`src/rtl/sp256k_arb_pkg.sv`:
```
// Shared constants, port-select encoding, standby FSM states and byte-enable mapping
// for the SP256K dual-requester arbiter.
package sp256k_arb_pkg;

    localparam int AW = 14;
    localparam int DW = 16;

    typedef enum logic {
        PORT_A = 1'b0,
        PORT_B = 1'b1
    } port_sel_e;

    typedef enum logic [1:0] {
        ST_ACTIVE = 2'd0,
        ST_STDBY  = 2'd1,
        ST_WAKE   = 2'd2
    } arb_state_e;

    // MASKWE works on nibbles, so each byte enable covers two mask bits
    function automatic logic [3:0] be_to_maskwe(input logic [1:0] be);
        return {be[1], be[1], be[0], be[0]};
    endfunction

endpackage

```
`src/rtl/sp256k_arbiter_idle_ctrl.sv`:
```
// Idle counter and standby FSM for the SP256K arbiter; only instantiated when
// SP256K_ARB_STDBY_EN is defined.
module sp256k_idle_ctrl
    import sp256k_arb_pkg::*;
#(
    parameter int IDLE_CYCLES = 16
) (
    input  logic clk,
    input  logic reset,
    input  logic i_any_req,
    output logic o_stall,
    output logic o_stdby
);

    arb_state_e r_state;
    logic [7:0] r_idle_cnt;
    logic       r_stall;
    logic       r_stdby;

    always_ff @(posedge clk) begin
        if (reset) begin
            r_state    <= ST_ACTIVE;
            r_idle_cnt <= 8'd0;
            r_stall    <= 1'b0;
            r_stdby    <= 1'b0;
        end else begin
            case (r_state)
                ST_ACTIVE: begin
                    if (i_any_req) begin
                        r_idle_cnt <= 8'd0;
                    end else if (r_idle_cnt == 8'(IDLE_CYCLES - 1)) begin
                        r_state    <= ST_STDBY;
                        r_idle_cnt <= 8'd0;
                        r_stall    <= 1'b1;
                        r_stdby    <= 1'b1;
                    end else begin
                        r_idle_cnt <= r_idle_cnt + 8'd1;
                    end
                end
                ST_STDBY: begin
                    if (i_any_req) begin
                        r_state <= ST_WAKE;
                        r_stdby <= 1'b0;
                    end
                end
                // one recovery cycle with the macro out of standby before granting
                ST_WAKE: begin
                    r_state <= ST_ACTIVE;
                    r_stall <= 1'b0;
                end
                default: begin
                    r_state <= ST_ACTIVE;
                    r_stall <= 1'b0;
                    r_stdby <= 1'b0;
                end
            endcase
        end
    end

    assign o_stall = r_stall;
    assign o_stdby = r_stdby;

endmodule

```
`src/rtl/sp256k_arbiter.sv`:
```
// Two-port (fetch A / load-store B) arbiter in front of one SP256K 16K x 16 SRAM.
// Optional idle standby is enabled by defining SP256K_ARB_STDBY_EN.
module sp256k_arbiter
    import sp256k_arb_pkg::*;
#(
    parameter int FIXED_PRIO  = 0,
    parameter int IDLE_CYCLES = 16
) (
    input  logic          clk,
    input  logic          reset,
    input  logic          a_req,
    input  logic [AW-1:0] a_addr,
    input  logic          a_we,
    input  logic [1:0]    a_be,
    input  logic [DW-1:0] a_wdata,
    output logic          a_gnt,
    output logic          a_rvalid,
    output logic [DW-1:0] a_rdata,
    input  logic          b_req,
    input  logic [AW-1:0] b_addr,
    input  logic          b_we,
    input  logic [1:0]    b_be,
    input  logic [DW-1:0] b_wdata,
    output logic          b_gnt,
    output logic          b_rvalid,
    output logic [DW-1:0] b_rdata,
    output logic [AW-1:0] mem_ad,
    output logic [DW-1:0] mem_di,
    output logic [3:0]    mem_maskwe,
    output logic          mem_we,
    output logic          mem_cs,
    output logic          mem_stdby,
    output logic          mem_sleep,
    output logic          mem_pwroff_n,
    input  logic [DW-1:0] mem_do
);

    if (IDLE_CYCLES < 1 || IDLE_CYCLES > 255) begin : g_bad_idle_cycles
        $error("IDLE_CYCLES must be within 1..255");
    end

    port_sel_e     r_last;
    port_sel_e     w_sel;
    logic          w_any_req;
    logic          w_stall;
    logic          w_gnt;
    logic [AW-1:0] w_ad;
    logic [DW-1:0] w_di;
    logic [1:0]    w_be;
    logic          w_we;
    logic [AW-1:0] r_ad;
    logic [DW-1:0] r_di;
    logic          r_a_rvalid_p1;
    logic          r_b_rvalid_p1;
    logic [DW-1:0] r_a_rdata;
    logic [DW-1:0] r_b_rdata;

    assign w_any_req = a_req | b_req;

`ifdef SP256K_ARB_STDBY_EN
    sp256k_idle_ctrl #(
        .IDLE_CYCLES(IDLE_CYCLES)
    ) u_idle_ctrl (
        .clk      (clk),
        .reset    (reset),
        .i_any_req(w_any_req),
        .o_stall  (w_stall),
        .o_stdby  (mem_stdby)
    );
`else
    assign w_stall   = 1'b0;
    assign mem_stdby = 1'b0;
`endif

    // on a conflict, round-robin hands the slot to whichever port did not win last
    always_comb begin
        w_sel = PORT_A;
        if (a_req && b_req) begin
            if (FIXED_PRIO == 0 && r_last == PORT_A) begin
                w_sel = PORT_B;
            end
        end else if (b_req) begin
            w_sel = PORT_B;
        end
    end

    assign w_gnt = w_any_req & ~w_stall;
    assign a_gnt = w_gnt & (w_sel == PORT_A);
    assign b_gnt = w_gnt & (w_sel == PORT_B);

    assign w_ad = (w_sel == PORT_B) ? b_addr  : a_addr;
    assign w_di = (w_sel == PORT_B) ? b_wdata : a_wdata;
    assign w_be = (w_sel == PORT_B) ? b_be    : a_be;
    assign w_we = (w_sel == PORT_B) ? b_we    : a_we;

    assign mem_cs       = w_gnt;
    assign mem_we       = w_gnt & w_we;
    assign mem_ad       = w_gnt ? w_ad : r_ad;
    assign mem_di       = w_gnt ? w_di : r_di;
    assign mem_maskwe   = w_gnt ? be_to_maskwe(w_be) : 4'b0000;
    assign mem_sleep    = 1'b0;
    assign mem_pwroff_n = 1'b1;

    // p0 -> p1: macro samples the access, read data appears on DO next cycle
    always_ff @(posedge clk) begin
        if (reset) begin
            r_last        <= PORT_B;
            r_ad          <= '0;
            r_a_rvalid_p1 <= 1'b0;
            r_b_rvalid_p1 <= 1'b0;
            r_a_rdata     <= '0;
            r_b_rdata     <= '0;
        end else begin
            if (w_gnt) begin
                r_last <= w_sel;
                r_ad   <= w_ad;
            end
            r_a_rvalid_p1 <= a_gnt & ~a_we;
            r_b_rvalid_p1 <= b_gnt & ~b_we;
            if (r_a_rvalid_p1) r_a_rdata <= mem_do;
            if (r_b_rvalid_p1) r_b_rdata <= mem_do;
        end
    end

    always_ff @(posedge clk) begin
        if (w_gnt) r_di <= w_di;
    end

    // DO is live during the rvalid cycle; the hold register covers the cycles after
    assign a_rvalid = r_a_rvalid_p1;
    assign b_rvalid = r_b_rvalid_p1;
    assign a_rdata  = r_a_rvalid_p1 ? mem_do : r_a_rdata;
    assign b_rdata  = r_b_rvalid_p1 ? mem_do : r_b_rdata;

endmodule

```
`config.mk`:
```
export PLATFORM = sky130hd
export DESIGN_NAME = sp256k_arbiter
export DESIGN_NICKNAME = d
export VERILOG_FILES = /design/src/rtl/sp256k_arb_pkg.sv /design/src/rtl/sp256k_arbiter_idle_ctrl.sv /design/src/rtl/sp256k_arbiter.sv
export SDC_FILE = /design/constraint.sdc
export NUM_CORES = 1
export LEC_CHECK = 0
export CORE_AREA = 4 4 90 92
export DETAILED_ROUTE_END_ITERATION = 10
export DIE_AREA = 0 0 94 96
export PLACE_DENSITY = 0.83
export SYNTH_ARGS = -nofsm -noshare
export SYNTH_HDL_FRONTEND = slang
export SYNTH_SLANG_ARGS = --single-unit
```
`constraint.sdc`:
```
create_clock -name clk -period 3.56 [get_ports clk]
set_input_delay 0.534 -clock clk [delete_from_list [all_inputs] [get_ports clk]]
set_output_delay 0.534 -clock clk [all_outputs]
set_load 0.05 [all_outputs]
```
==> impl_metrics.xml, run 1 <==
<?xml version="1.0" encoding="UTF-8"?>
<metrics>
  <group name="timing">
    <metric name="worst_pin_slew" unit="ns">0.903</metric>
    <metric name="clock.fmax" unit="GHz">0.338</metric>
    <metric name="slew-limit-headroom" unit="%">39.8</metric>
    <metric name="finalHoldViolCount" unit="">0</metric>
    <metric name="timing.setup.tns" unit="ns">0</metric>
    <metric name="layout_setup_ws" unit="ns">0.600</metric>
    <metric name="finalSetupViolations" unit="">0</metric>
    <metric name="setup_repair_after_global_routing_missed_its_margin" unit="">false</metric>
    <metric name="fin_crit_sh" unit="%">83.1</metric>
    <metric name="post-route-min-period" unit="ns">2.96</metric>
    <metric name="timing_max_transition_violations_final" unit="">0</metric>
    <metric name="finalClockSkew" unit="ns">0.00824</metric>
  </group>
  <group name="worst_setup_path">
    <metric name="worstSetupStartpointType" unit="">input port</metric>
    <metric name="timing.critical_path.cells" unit="">clkdlybuf4s50_1 -&gt; buf_4 -&gt; and2b_1 -&gt; a211oi_1 -&gt; nor3_1 -&gt; buf_12</metric>
    <metric name="timing_worst_setup_path_type" unit="">input port to output port</metric>
    <metric name="end_kind" unit="">output port</metric>
    <metric name="critical_path_peak_fanout" unit="">34</metric>
    <metric name="timing.critical_path.slowest_stage_cell" unit="">clkdlybuf4s50_1</metric>
    <metric name="required" unit="ns">3.03</metric>
    <metric name="critical_path_arrival" unit="ns">2.43</metric>
    <metric name="cp_slowest_stage_delay" unit="ns">0.69</metric>
  </group>
  <group name="die">
    <metric name="fp.dieW" unit="um">94</metric>
    <metric name="die_area" unit="um^2">9020</metric>
    <metric name="dieHeight" unit="um">96</metric>
    <metric name="design.core.area" unit="um^2">7210</metric>
    <metric name="boundaryPins" unit="">161</metric>
    <metric name="initial_utilization" unit="%">41.3</metric>
    <metric name="rows" unit="">31</metric>
  </group>
  <group name="global_route">
    <metric name="total_global_routing_track_utilization" unit="%">18.8</metric>
    <metric name="overflow" unit="">0</metric>
    <metric name="maximum_number_of_pins_on_one_net_before_global_route_repair" unit="">50</metric>
    <metric name="via_count_of_the_first_global_routing_pass" unit="">2772</metric>
    <metric name="antenna_found_initial" unit="">0</metric>
    <metric name="grt_first_pass_wirelength" unit="um">13500</metric>
  </group>
  <group name="cts">
    <metric name="ctsHoldBuffers" unit="">0</metric>
    <metric name="cts_tree" unit="">built</metric>
    <metric name="clockBufferDepth" unit="">2</metric>
    <metric name="clk-insertion-delay-late" unit="ns">0.33</metric>
    <metric name="h_tree_depth" unit="">3</metric>
    <metric name="cts_inserted_buffers" unit="">9</metric>
    <metric name="cts_resized" unit="">0</metric>
    <metric name="cts_setup_buffers" unit="">0</metric>
    <metric name="root_buffer" unit="">clkbuf_8</metric>
    <metric name="clkTransAtPathRegs" unit="ns">0.07</metric>
    <metric name="tritoncts_num_sinks" unit="">65</metric>
  </group>
  <group name="placement">
    <metric name="portBuffers" unit="">157</metric>
    <metric name="placed_cells_incl_taps" unit="">526</metric>
    <metric name="half_perimeter_wire_length_after_placement" unit="um">6550</metric>
    <metric name="setup_slack_placement" unit="ns">0.619</metric>
    <metric name="globalplace.congestion" unit="">0.776</metric>
  </group>
  <group name="hold_path">
    <metric name="hp-class" unit="">flop to flop</metric>
  </group>
  <group name="layout">
    <metric name="fillers" unit="">581</metric>
    <metric name="post-route-util" unit="%">68.9</metric>
    <metric name="num-nets-final" unit="">524</metric>
    <metric name="layout.cells.non_filler" unit="">542</metric>
    <metric name="flow.area_growth_from_synthesis" unit="%">67.0</metric>
    <metric name="n_antenna_cell" unit="">0</metric>
    <metric name="drive_above_1_share" unit="%">20.5</metric>
  </group>
  <group name="synth">
    <metric name="synth_top_flop_cell" unit="">dfxtp_1</metric>
    <metric name="yosys.area.top_type" unit="">dfxtp_1</metric>
    <metric name="synth_top_cells_by_count" unit="">dfxtp_1 (65), nor2b_1 (44), mux2_2 (32)</metric>
    <metric name="synth.avg_cell_area" unit="um^2">10.1</metric>
    <metric name="synth.top_cell.area_share" unit="%">43.7</metric>
    <metric name="ys_seq_area_share" unit="%">43.7</metric>
    <metric name="syn-cell-area" unit="um^2">2980</metric>
    <metric name="postSynth.asyncResetShare" unit="%">0</metric>
    <metric name="number_of_synthesized_flops_with_an_enable_pin" unit="">0</metric>
    <metric name="synth.area.top_cells" unit="">dfxtp_1 (44%), mux2_2 (12%), nor2b_1 (9.2%)</metric>
    <metric name="netlist_instances" unit="">295</metric>
    <metric name="synth_cell_type_count" unit="">26</metric>
    <metric name="yosys_warnings" unit="">0</metric>
    <metric name="most_numerous_cell_in_the_yosys_netlist" unit="">dfxtp_1</metric>
    <metric name="yosys_register_bits" unit="">65</metric>
  </group>
  <group name="drt">
    <metric name="drt.antenna.violating_nets" unit="">0</metric>
    <metric name="length_of_the_first_detailed_routing_pass_in_iterations" unit="">4</metric>
    <metric name="finalWirelength" unit="um">8670</metric>
    <metric name="detail_route.iter0.violations" unit="">71</metric>
    <metric name="average_wire_per_cell_in_the_routed_design" unit="um">16.0</metric>
    <metric name="vias" unit="">2705</metric>
    <metric name="route.detailed.vias_per_inst" unit="">4.99</metric>
    <metric name="detail_route.drc_violations" unit="">0</metric>
  </group>
  <group name="job">
    <metric name="maxCapViolCount" unit="">0</metric>
  </group>
  <group name="outcome">
    <metric name="run_status" unit="">finished clean</metric>
  </group>
  <group name="power_and_ir_drop">
    <metric name="power_per_cell_area" unit="nW/um^2">436</metric>
    <metric name="power_leakage" unit="nW">2.12</metric>
    <metric name="power.ir.vdd_worst" unit="uV">260</metric>
  </group>
</metrics>
-- registers in the layout, indices dropped and copies added, names as in the netlist --
register and count:
r_a_rdata 16, b_rvalid 1, a_rvalid 1, r_last 1, r_di 16, r_b_rdata 16
r_ad 14
-- critical path: cells and delay by family --
family | cells | cell delay (ns)
AO/OA/AOI/OAI | 1 | 0.29
buffers and inverters | 3 | 1.23
AND/OR/NAND/NOR | 2 | 0.37
-- power breakdown --
group	leakage, nW	switching, mW	internal [mW]
Combinational	1.49	0.416	0.359
Clock	0.0933	0.275	0.323
Sequential	0.536	0.0216	0.776
Total	2.12	0.712	1.46
-- stage by stage --
step / cell area (um^2) / total power, mW / hold WS [ns]
2_1_floorplan: 2980 / 1.24 / 0.612
3_3_place_gp: 4790 / 1.58 / 0.568
4_1_cts: 4970 / 2.20 / 0.598
3_5_place_dp: 4790 / 1.59 / 0.578
6_report: 4970 / 2.17 / 0.591
5_1_grt: 4970 / 2.26 / 0.617
-- worst paths after layout --
check | startpoint | to | slack [ns] | cells after the start
worst min-delay path | r_b_rdata[1] | r_b_rdata[1] | 0.59 | 2
worst min register to register | r_b_rdata[1] | r_b_rdata[1] | 0.59 | 2
worst max-delay path | a_req | mem_ad[3] | 0.60 | 6
worst max register to register | r_last | r_di[8] | 1.77 | 4
-- area by class of cell --
cell class,instances,area [um^2],area share (%)
clock buffers,11,131,2.64
multi-input cells,200,1460,29.4
inverters,2,15.0,0.302
clock inverters,5,56.3,1.13
well taps,99,124,2.49
repair buffers,160,1880,37.8
flip-flops and latches,65,1300,26.2
-- cells by family (layout without fill, tap and decap cells) --
kind of cell	count (synthesis)	in the layout	synth area share (%)
other	2	3	0.252
AND/OR/NAND/NOR	116	116	23.5
AO/OA/AOI/OAI	49	49	13.2
multiplexers	32	32	12.1
buffers and inverters	31	178	7.27
flip-flops	65	65	43.7
-- placed cells by master, fill, tap and decap left out, types with 2 or more instances in the layout --
| cell type | count |
|---|---|
| nand3_1 | 2 |
| nand2_1 | 7 |
| nor2_1 | 15 |
| conb_1 | 3 |
| buf_4 | 10 |
| dfxtp_1 | 65 |
| a211oi_1 | 14 |
| clkbuf_1 | 2 |
| buf_12 | 31 |
| and2b_1 | 2 |
| clkdlybuf4s50_1 | 118 |
| a21o_1 | 16 |
| nor3_1 | 15 |
| mux2_2 | 32 |
| nor2b_1 | 44 |
| a22o_1 | 16 |
| nor4_1 | 15 |
| clkinv_2 | 2 |
| clkbuf_8 | 9 |
| and3b_1 | 14 |
-- per-layer routing --
metal	global-route usage (%)	wire length (um)
met1	21.3	3460
met4	6.02	119
met3	7.66	897
met5	0	0
met2	32.4	4200
(Power assumes the default switching activity.)
==> run 2, diff against run 1 <==
--- a/config.mk
+++ b/config.mk
@@ -5,10 +5,10 @@
 export SDC_FILE = /design/constraint.sdc
 export NUM_CORES = 1
 export LEC_CHECK = 0
-export CORE_AREA = 4 4 90 92
+export CORE_AREA = 4 4 98 100
 export DETAILED_ROUTE_END_ITERATION = 10
-export DIE_AREA = 0 0 94 96
-export PLACE_DENSITY = 0.83
+export DIE_AREA = 0 0 102 104
+export PLACE_DENSITY = 0.74
 export SYNTH_ARGS = -nofsm -noshare
 export SYNTH_HDL_FRONTEND = slang
 export SYNTH_SLANG_ARGS = --single-unit
==> constraint.sdc (replaced) <==
create_clock -name clk -period 2.66 [get_ports clk]
set_input_delay 0.399 -clock clk [delete_from_list [all_inputs] [get_ports clk]]
set_output_delay 0.399 -clock clk [all_outputs]
set_load 0.05 [all_outputs]
==> impl_metrics.xml, run 2 (same netlist as run 1, synthesis figures left out) <==
<?xml version="1.0" encoding="UTF-8"?>
<metrics>
  <group name="cts">
    <metric name="clk-insertion-delay-late" unit="ns">0.34</metric>
    <metric name="cts_inserted_buffers" unit="">9</metric>
    <metric name="cts_setup_buffers" unit="">0</metric>
    <metric name="clkTransAtPathRegs" unit="ns">0.08</metric>
    <metric name="root_buffer" unit="">clkbuf_8</metric>
    <metric name="clockBufferDepth" unit="">2</metric>
    <metric name="ctsHoldBuffers" unit="">0</metric>
    <metric name="tritoncts_num_sinks" unit="">65</metric>
    <metric name="cts_resized" unit="">0</metric>
    <metric name="h_tree_depth" unit="">3</metric>
    <metric name="cts_tree" unit="">built</metric>
  </group>
  <group name="die">
    <metric name="fp.dieW" unit="um">102</metric>
    <metric name="rows" unit="">34</metric>
    <metric name="die_area" unit="um^2">10600</metric>
    <metric name="initial_utilization" unit="%">34.3</metric>
    <metric name="boundaryPins" unit="">161</metric>
    <metric name="dieHeight" unit="um">104</metric>
    <metric name="design.core.area" unit="um^2">8680</metric>
  </group>
  <group name="worst_setup_path">
    <metric name="timing_worst_setup_path_type" unit="">input port to output port</metric>
    <metric name="timing.rr.end" unit="">r_di[8]</metric>
    <metric name="timing.critical_path.slowest_stage_cell" unit="">clkdlybuf4s50_1</metric>
    <metric name="required" unit="ns">2.26</metric>
    <metric name="cp_slowest_stage_delay" unit="ns">0.52</metric>
    <metric name="critical_path_peak_fanout" unit="">37</metric>
    <metric name="timing.critical_path.cells" unit="">clkdlybuf4s50_1 -&gt; buf_4 -&gt; and2b_1 -&gt; a211oi_1 -&gt; nor3_1 -&gt; buf_12</metric>
    <metric name="r2r_slack" unit="ns">1.34</metric>
    <metric name="critical_path_arrival" unit="ns">2.05</metric>
    <metric name="worstSetupStartpointType" unit="">input port</metric>
    <metric name="end_kind" unit="">output port</metric>
    <metric name="ff2ff_path_depth" unit="">4</metric>
    <metric name="worstReg2RegStart" unit="">r_last</metric>
  </group>
  <group name="global_route">
    <metric name="grt_util_met2" unit="%">27.0</metric>
    <metric name="total_global_routing_track_utilization" unit="%">16.5</metric>
    <metric name="via_count_of_the_first_global_routing_pass" unit="">2783</metric>
    <metric name="top_usage_layer" unit="">met2</metric>
    <metric name="groute.layer.met3.usage" unit="%">5.77</metric>
    <metric name="maximum_number_of_pins_on_one_net_before_global_route_repair" unit="">50</metric>
    <metric name="antenna_found_initial" unit="">0</metric>
    <metric name="grt.met1_usage" unit="%">19.7</metric>
    <metric name="overflow" unit="">0</metric>
    <metric name="grt_first_pass_wirelength" unit="um">13900</metric>
  </group>
  <group name="placement">
    <metric name="half_perimeter_wire_length_after_placement" unit="um">6490</metric>
    <metric name="setup_slack_placement" unit="ns">0.209</metric>
    <metric name="globalplace.congestion" unit="">0.828</metric>
    <metric name="portBuffers" unit="">157</metric>
    <metric name="placed_cells_incl_taps" unit="">541</metric>
    <metric name="dpl-instance-area" unit="um^2">4850</metric>
  </group>
  <group name="timing">
    <metric name="finalHoldViolCount" unit="">0</metric>
    <metric name="post-route-min-period" unit="ns">2.45</metric>
    <metric name="layout_setup_ws" unit="ns">0.210</metric>
    <metric name="timing.setup.tns" unit="ns">0</metric>
    <metric name="fin_worst_hold_slack" unit="ns">0.594</metric>
    <metric name="slew-limit-headroom" unit="%">41.4</metric>
    <metric name="clock.fmax" unit="GHz">0.408</metric>
    <metric name="finalSetupViolations" unit="">0</metric>
    <metric name="fin_crit_sh" unit="%">92.1</metric>
    <metric name="setup_repair_after_global_routing_missed_its_margin" unit="">false</metric>
    <metric name="worst_pin_slew" unit="ns">0.879</metric>
    <metric name="timing_max_transition_violations_final" unit="">0</metric>
    <metric name="finalClockSkew" unit="ns">0.00794</metric>
  </group>
  <group name="outcome">
    <metric name="run_status" unit="">finished clean</metric>
  </group>
  <group name="drt">
    <metric name="vias" unit="">2711</metric>
    <metric name="drt.antenna.violating_nets" unit="">0</metric>
    <metric name="route.detailed.vias_per_inst" unit="">4.87</metric>
    <metric name="detail_route.drc_violations" unit="">0</metric>
    <metric name="finalWirelength" unit="um">8690</metric>
    <metric name="length_of_the_first_detailed_routing_pass_in_iterations" unit="">4</metric>
    <metric name="detail_route.iter0.violations" unit="">58</metric>
    <metric name="average_wire_per_cell_in_the_routed_design" unit="um">15.6</metric>
  </group>
  <group name="power_and_ir_drop">
    <metric name="power_leakage" unit="nW">2.18</metric>
    <metric name="total_power" unit="mW">3.15</metric>
    <metric name="power_per_cell_area" unit="nW/um^2">617</metric>
    <metric name="power.ir.vdd_worst" unit="uV">313</metric>
  </group>
  <group name="layout">
    <metric name="final_common_cell" unit="">clkdlybuf4s50_1</metric>
    <metric name="fillers" unit="">755</metric>
    <metric name="n_antenna_cell" unit="">0</metric>
    <metric name="layout_common_cells" unit="">clkdlybuf4s50_1 (117), dfxtp_1 (65), nor2b_1 (44)</metric>
    <metric name="drive_above_1_share" unit="%">22.3</metric>
    <metric name="register_area" unit="um^2">1300</metric>
    <metric name="fin_area" unit="um^2">5100</metric>
    <metric name="layout.cells.non_filler" unit="">557</metric>
    <metric name="largestRegisters" unit="">r_a_rdata (16), r_b_rdata (16), r_di (16)</metric>
    <metric name="multiInputGateArea" unit="um^2">1470</metric>
    <metric name="num-nets-final" unit="">530</metric>
    <metric name="post-route-util" unit="%">58.8</metric>
    <metric name="flow.area_growth_from_synthesis" unit="%">71.2</metric>
  </group>
  <group name="hold_path">
    <metric name="hold_path.startpoint" unit="">r_a_rdata[3]</metric>
    <metric name="worst_hold_path.endpoint" unit="">r_a_rdata[3]</metric>
    <metric name="hp-class" unit="">flop to flop</metric>
    <metric name="min_path_cells" unit="">2</metric>
  </group>
  <group name="job">
    <metric name="maxCapViolCount" unit="">0</metric>
  </group>
</metrics>
==> run 2: cell count changes in the layout (fill, tap and decap cells not counted) <==
cell and delta:
buf_4 +6, bufinv_16 +2, clkinv_2 -2, clkinv_4 +2, buf_12 +1, clkbuf_1 -1, clkdlybuf4s50_1 -1, clkinvlp_4 -1
nor2_1 -1, nor2_2 +1
==> run 2: final cells by class <==
class / count / share of cell area, %
repair buffers: 166 / 38.0
multi-input cells: 200 / 28.8
flip-flops and latches: 65 / 25.5
well taps: 108 / 2.65
clock buffers: 10 / 2.50
clock inverters: 6 / 2.28
inverters: 2 / 0.294
==> run 2: layer usage <==
metal | share of wire (%) | wire [um]
met1 | 40 | 3470
met2 | 48 | 4170
met3 | 9.9 | 863
met4 | 2.2 | 189
met5 | 0 | 0
==> run 2: worst max path at each step <==
| stage | startpoint | to | slack [ns] | depth (start not counted) |
|---|---|---|---|---|
| after floorplan | a_req | mem_ad[10] | 0.17 | 5 |
| after global placement | a_req | mem_ad[3] | 0.21 | 6 |
| after detailed placement | a_req | mem_ad[3] | 0.21 | 6 |
| after CTS | a_req | mem_ad[3] | 0.20 | 6 |
| after global routing | b_req | mem_ad[5] | 0.07 | 6 |
| final | a_req | mem_ad[3] | 0.21 | 6 |
==> run 2: where the power goes <==
group / switching, mW / internal, mW
Clock: 0.408 / 0.628
Sequential: 0.0173 / 1.04
Combinational: 0.566 / 0.489
Total: 0.991 / 2.15
==> run 2: critical path, delay by kind of cell <==
| family | cells | cell delay, ns |
|---|---|---|
| simple gates | 2 | 0.36 |
| compound gates | 1 | 0.27 |
| buf+inv | 3 | 1.02 |
==> run 3, diff against run 2 <==
--- a/config.mk
+++ b/config.mk
@@ -5,10 +5,13 @@
 export SDC_FILE = /design/constraint.sdc
 export NUM_CORES = 1
 export LEC_CHECK = 0
-export CORE_AREA = 4 4 98 100
+export CELL_PAD_IN_SITES_DETAIL_PLACEMENT = 2
+export CELL_PAD_IN_SITES_GLOBAL_PLACEMENT = 2
+export CORE_AREA = 4 4 128 130
 export DETAILED_ROUTE_END_ITERATION = 10
-export DIE_AREA = 0 0 102 104
-export PLACE_DENSITY = 0.74
+export DIE_AREA = 0 0 132 134
+export PLACE_DENSITY_LB_ADDON = 0.1
+export SKIP_LAST_GASP = 1
 export SYNTH_ARGS = -nofsm -noshare
 export SYNTH_HDL_FRONTEND = slang
 export SYNTH_SLANG_ARGS = --single-unit
==> impl_metrics.xml, run 3 (same netlist as run 1, synthesis figures left out) <==
<?xml version="1.0" encoding="UTF-8"?>
<metrics>
  <group name="cts">
    <metric name="clockBufferDepth" unit="">2</metric>
    <metric name="cts_resized" unit="">0</metric>
    <metric name="tritoncts_num_sinks" unit="">65</metric>
    <metric name="clk-insertion-delay-late" unit="ns">0.34</metric>
    <metric name="cts_tree" unit="">built</metric>
    <metric name="h_tree_depth" unit="">3</metric>
    <metric name="cts_inserted_buffers" unit="">9</metric>
    <metric name="clkTransAtPathRegs" unit="ns">0.06</metric>
    <metric name="cts_setup_buffers" unit="">0</metric>
    <metric name="root_buffer" unit="">clkbuf_16</metric>
    <metric name="ctsHoldBuffers" unit="">0</metric>
  </group>
  <group name="power_and_ir_drop">
    <metric name="logic_gate_share_of_total_power" unit="%">31.5</metric>
    <metric name="total_power" unit="mW">3.43</metric>
    <metric name="cellInternalPower" unit="mW">2.36</metric>
    <metric name="power_leakage" unit="nW">2.23</metric>
    <metric name="power.ir.vdd_worst" unit="uV">272</metric>
    <metric name="clock_power_share" unit="%">37.7</metric>
    <metric name="share_seq_of_total_power" unit="%">30.8</metric>
    <metric name="power_per_cell_area" unit="nW/um^2">646</metric>
    <metric name="power_switching_share" unit="%">31.2</metric>
    <metric name="power.net_switching" unit="mW">1.07</metric>
  </group>
  <group name="layout">
    <metric name="num-nets-final" unit="">533</metric>
    <metric name="register_area" unit="um^2">1300</metric>
    <metric name="n_antenna_cell" unit="">0</metric>
    <metric name="layout_common_cells" unit="">clkdlybuf4s50_1 (116), dfxtp_1 (65), nor2b_1 (44)</metric>
    <metric name="final_common_cell" unit="">clkdlybuf4s50_1</metric>
    <metric name="largestRegisters" unit="">r_a_rdata (16), r_b_rdata (16), r_di (16)</metric>
    <metric name="flow.area_growth_from_synthesis" unit="%">78.2</metric>
    <metric name="multiInputGateArea" unit="um^2">1460</metric>
    <metric name="drive_above_1_share" unit="%">22.8</metric>
    <metric name="post-route-util" unit="%">35.0</metric>
    <metric name="fillers" unit="">1630</metric>
  </group>
  <group name="placement">
    <metric name="portBuffers" unit="">157</metric>
    <metric name="half_perimeter_wire_length_after_placement" unit="um">8170</metric>
    <metric name="globalplace.congestion" unit="">0.708</metric>
  </group>
  <group name="timing">
    <metric name="clock.fmax" unit="GHz">0.399</metric>
    <metric name="finalClockSkew" unit="ns">0.00349</metric>
    <metric name="timing.setup.tns" unit="ns">0</metric>
    <metric name="post-route-min-period" unit="ns">2.51</metric>
    <metric name="slew-limit-headroom" unit="%">47.7</metric>
    <metric name="timing_max_transition_violations_final" unit="">0</metric>
    <metric name="finalSetupViolations" unit="">0</metric>
    <metric name="worst_pin_slew" unit="ns">0.784</metric>
    <metric name="finalHoldViolCount" unit="">0</metric>
    <metric name="fin_crit_sh" unit="%">94.3</metric>
    <metric name="setup_repair_after_global_routing_missed_its_margin" unit="">false</metric>
  </group>
  <group name="die">
    <metric name="initial_utilization" unit="%">19.7</metric>
    <metric name="dieHeight" unit="um">134</metric>
    <metric name="rows" unit="">45</metric>
    <metric name="fp.dieW" unit="um">132</metric>
    <metric name="boundaryPins" unit="">161</metric>
    <metric name="design.core.area" unit="um^2">15100</metric>
    <metric name="die_area" unit="um^2">17700</metric>
  </group>
  <group name="drt">
    <metric name="route.detailed.vias_per_inst" unit="">4.34</metric>
    <metric name="drt.antenna.violating_nets" unit="">0</metric>
    <metric name="vias" unit="">2779</metric>
    <metric name="length_of_the_first_detailed_routing_pass_in_iterations" unit="">4</metric>
    <metric name="average_wire_per_cell_in_the_routed_design" unit="um">17.1</metric>
    <metric name="finalWirelength" unit="um">10900</metric>
    <metric name="detail_route.drc_violations" unit="">0</metric>
    <metric name="detail_route.iter0.violations" unit="">29</metric>
  </group>
  <group name="global_route">
    <metric name="via_count_of_the_first_global_routing_pass" unit="">3244</metric>
    <metric name="total_global_routing_track_utilization" unit="%">12.7</metric>
    <metric name="antenna_found_initial" unit="">0</metric>
    <metric name="grt_first_pass_wirelength" unit="um">17600</metric>
    <metric name="maximum_number_of_pins_on_one_net_before_global_route_repair" unit="">39</metric>
    <metric name="overflow" unit="">0</metric>
  </group>
  <group name="worst_setup_path">
    <metric name="crit_family" unit="">buffers and inverters</metric>
    <metric name="r2r_slack" unit="ns">1.37</metric>
    <metric name="timing_worst_setup_path_type" unit="">input port to output port</metric>
    <metric name="end_kind" unit="">output port</metric>
    <metric name="timing.critical_path.cells" unit="">clkdlybuf4s50_1 -&gt; buf_4 -&gt; a211oi_1 -&gt; nor3_1 -&gt; buf_12</metric>
    <metric name="timing.critical_path.slowest_stage_cell" unit="">clkdlybuf4s50_1</metric>
    <metric name="critical_path_peak_fanout" unit="">37</metric>
    <metric name="crit_buf_inv" unit="">3</metric>
    <metric name="cp_slowest_stage_delay" unit="ns">0.56</metric>
    <metric name="worstReg2RegStart" unit="">r_last</metric>
    <metric name="required" unit="ns">2.26</metric>
    <metric name="critical_path_arrival" unit="ns">2.11</metric>
    <metric name="crit_path_start" unit="">a_req</metric>
    <metric name="worstSetupStartpointType" unit="">input port</metric>
    <metric name="crit_cells" unit="">5</metric>
    <metric name="ff2ff_path_depth" unit="">4</metric>
    <metric name="timing.critical_path.to" unit="">mem_ad[7]</metric>
    <metric name="timing.rr.end" unit="">r_di[14]</metric>
  </group>
  <group name="job">
    <metric name="maxCapViolCount" unit="">0</metric>
  </group>
  <group name="hold_path">
    <metric name="hp-class" unit="">flop to flop</metric>
  </group>
  <group name="outcome">
    <metric name="run_status" unit="">finished clean</metric>
  </group>
</metrics>
run 3: cell count changes in the layout (fill, tap and decap cells not counted), sizes merged:
| cell | change |
|---|---|
| buf | +4 |
| bufinv | -1 |
| clkdlybuf4s50 | -1 |
| clkinv | -1 |
| clkinvlp | +2 |
run 3: worst min path at each step:
stage / slack [ns] / from / endpoint / cells after the start
3_5_place_dp: 0.58 / r_b_rdata[8] / r_b_rdata[8] / 2
6_report: 0.59 / r_b_rdata[6] / r_b_rdata[6] / 2
3_3_place_gp: 0.57 / r_b_rdata[0] / r_b_rdata[0] / 2
2_1_floorplan: 0.48 / b_we / b_rvalid / 1
5_1_grt: 0.62 / r_b_rdata[6] / r_b_rdata[6] / 2
4_1_cts: 0.60 / r_a_rdata[5] / r_a_rdata[5] / 2
run 3: tightest hold or removal path, cell delays in order, from the launching register on:
cell and delay, ns:
dfxtp_1 0.30, mux2_2 0.14, nor2b_1 0.11
run 3: layout make-up:
cell class | count | share of cell area, %
Clock inverter | 6 | 1.74
Clock buffer | 10 | 4.32
Multi-Input combinational cell | 200 | 27.6
Inverter | 2 | 0.283
Tap cell | 188 | 4.43
Timing Repair Buffer | 169 | 37.1
Sequential cell | 65 | 24.5
run 3: power by group through the flow:
stage                     registers, mW  logic, mW  clock network (mW)
after floorplan                    1.08      0.583                   0
after global placement             1.07       1.09                   0
after detailed placement           1.08       1.09                   0
after CTS                          1.06       1.10                1.36
after global routing               1.06       1.14                1.39
final                              1.05       1.08                1.29
run 3: per-layer routing:
metal  track usage (%)  part of all wire [%]  up-vias
li1                  -                     -     1335
met1              14.7                    44     1331
met2              20.8                    47      103
met3              6.30                   8.3       10
met4              3.50                   1.1        0
met5                 0                     0        -
run 3: through the flow:
| step | setup WS (ns) | hold slack (ns) | instances | cell area [um^2] |
|---|---|---|---|---|
| after floorplan | 0.166 | 0.477 | 296 | 2980 |
| after global placement | 0.156 | 0.568 | 624 | 4980 |
| after detailed placement | 0.160 | 0.583 | 624 | 4980 |
| after CTS | 0.139 | 0.598 | 640 | 5310 |
| after global routing | 0.000268 | 0.625 | 640 | 5310 |
| final | 0.151 | 0.590 | 640 | 5310 |
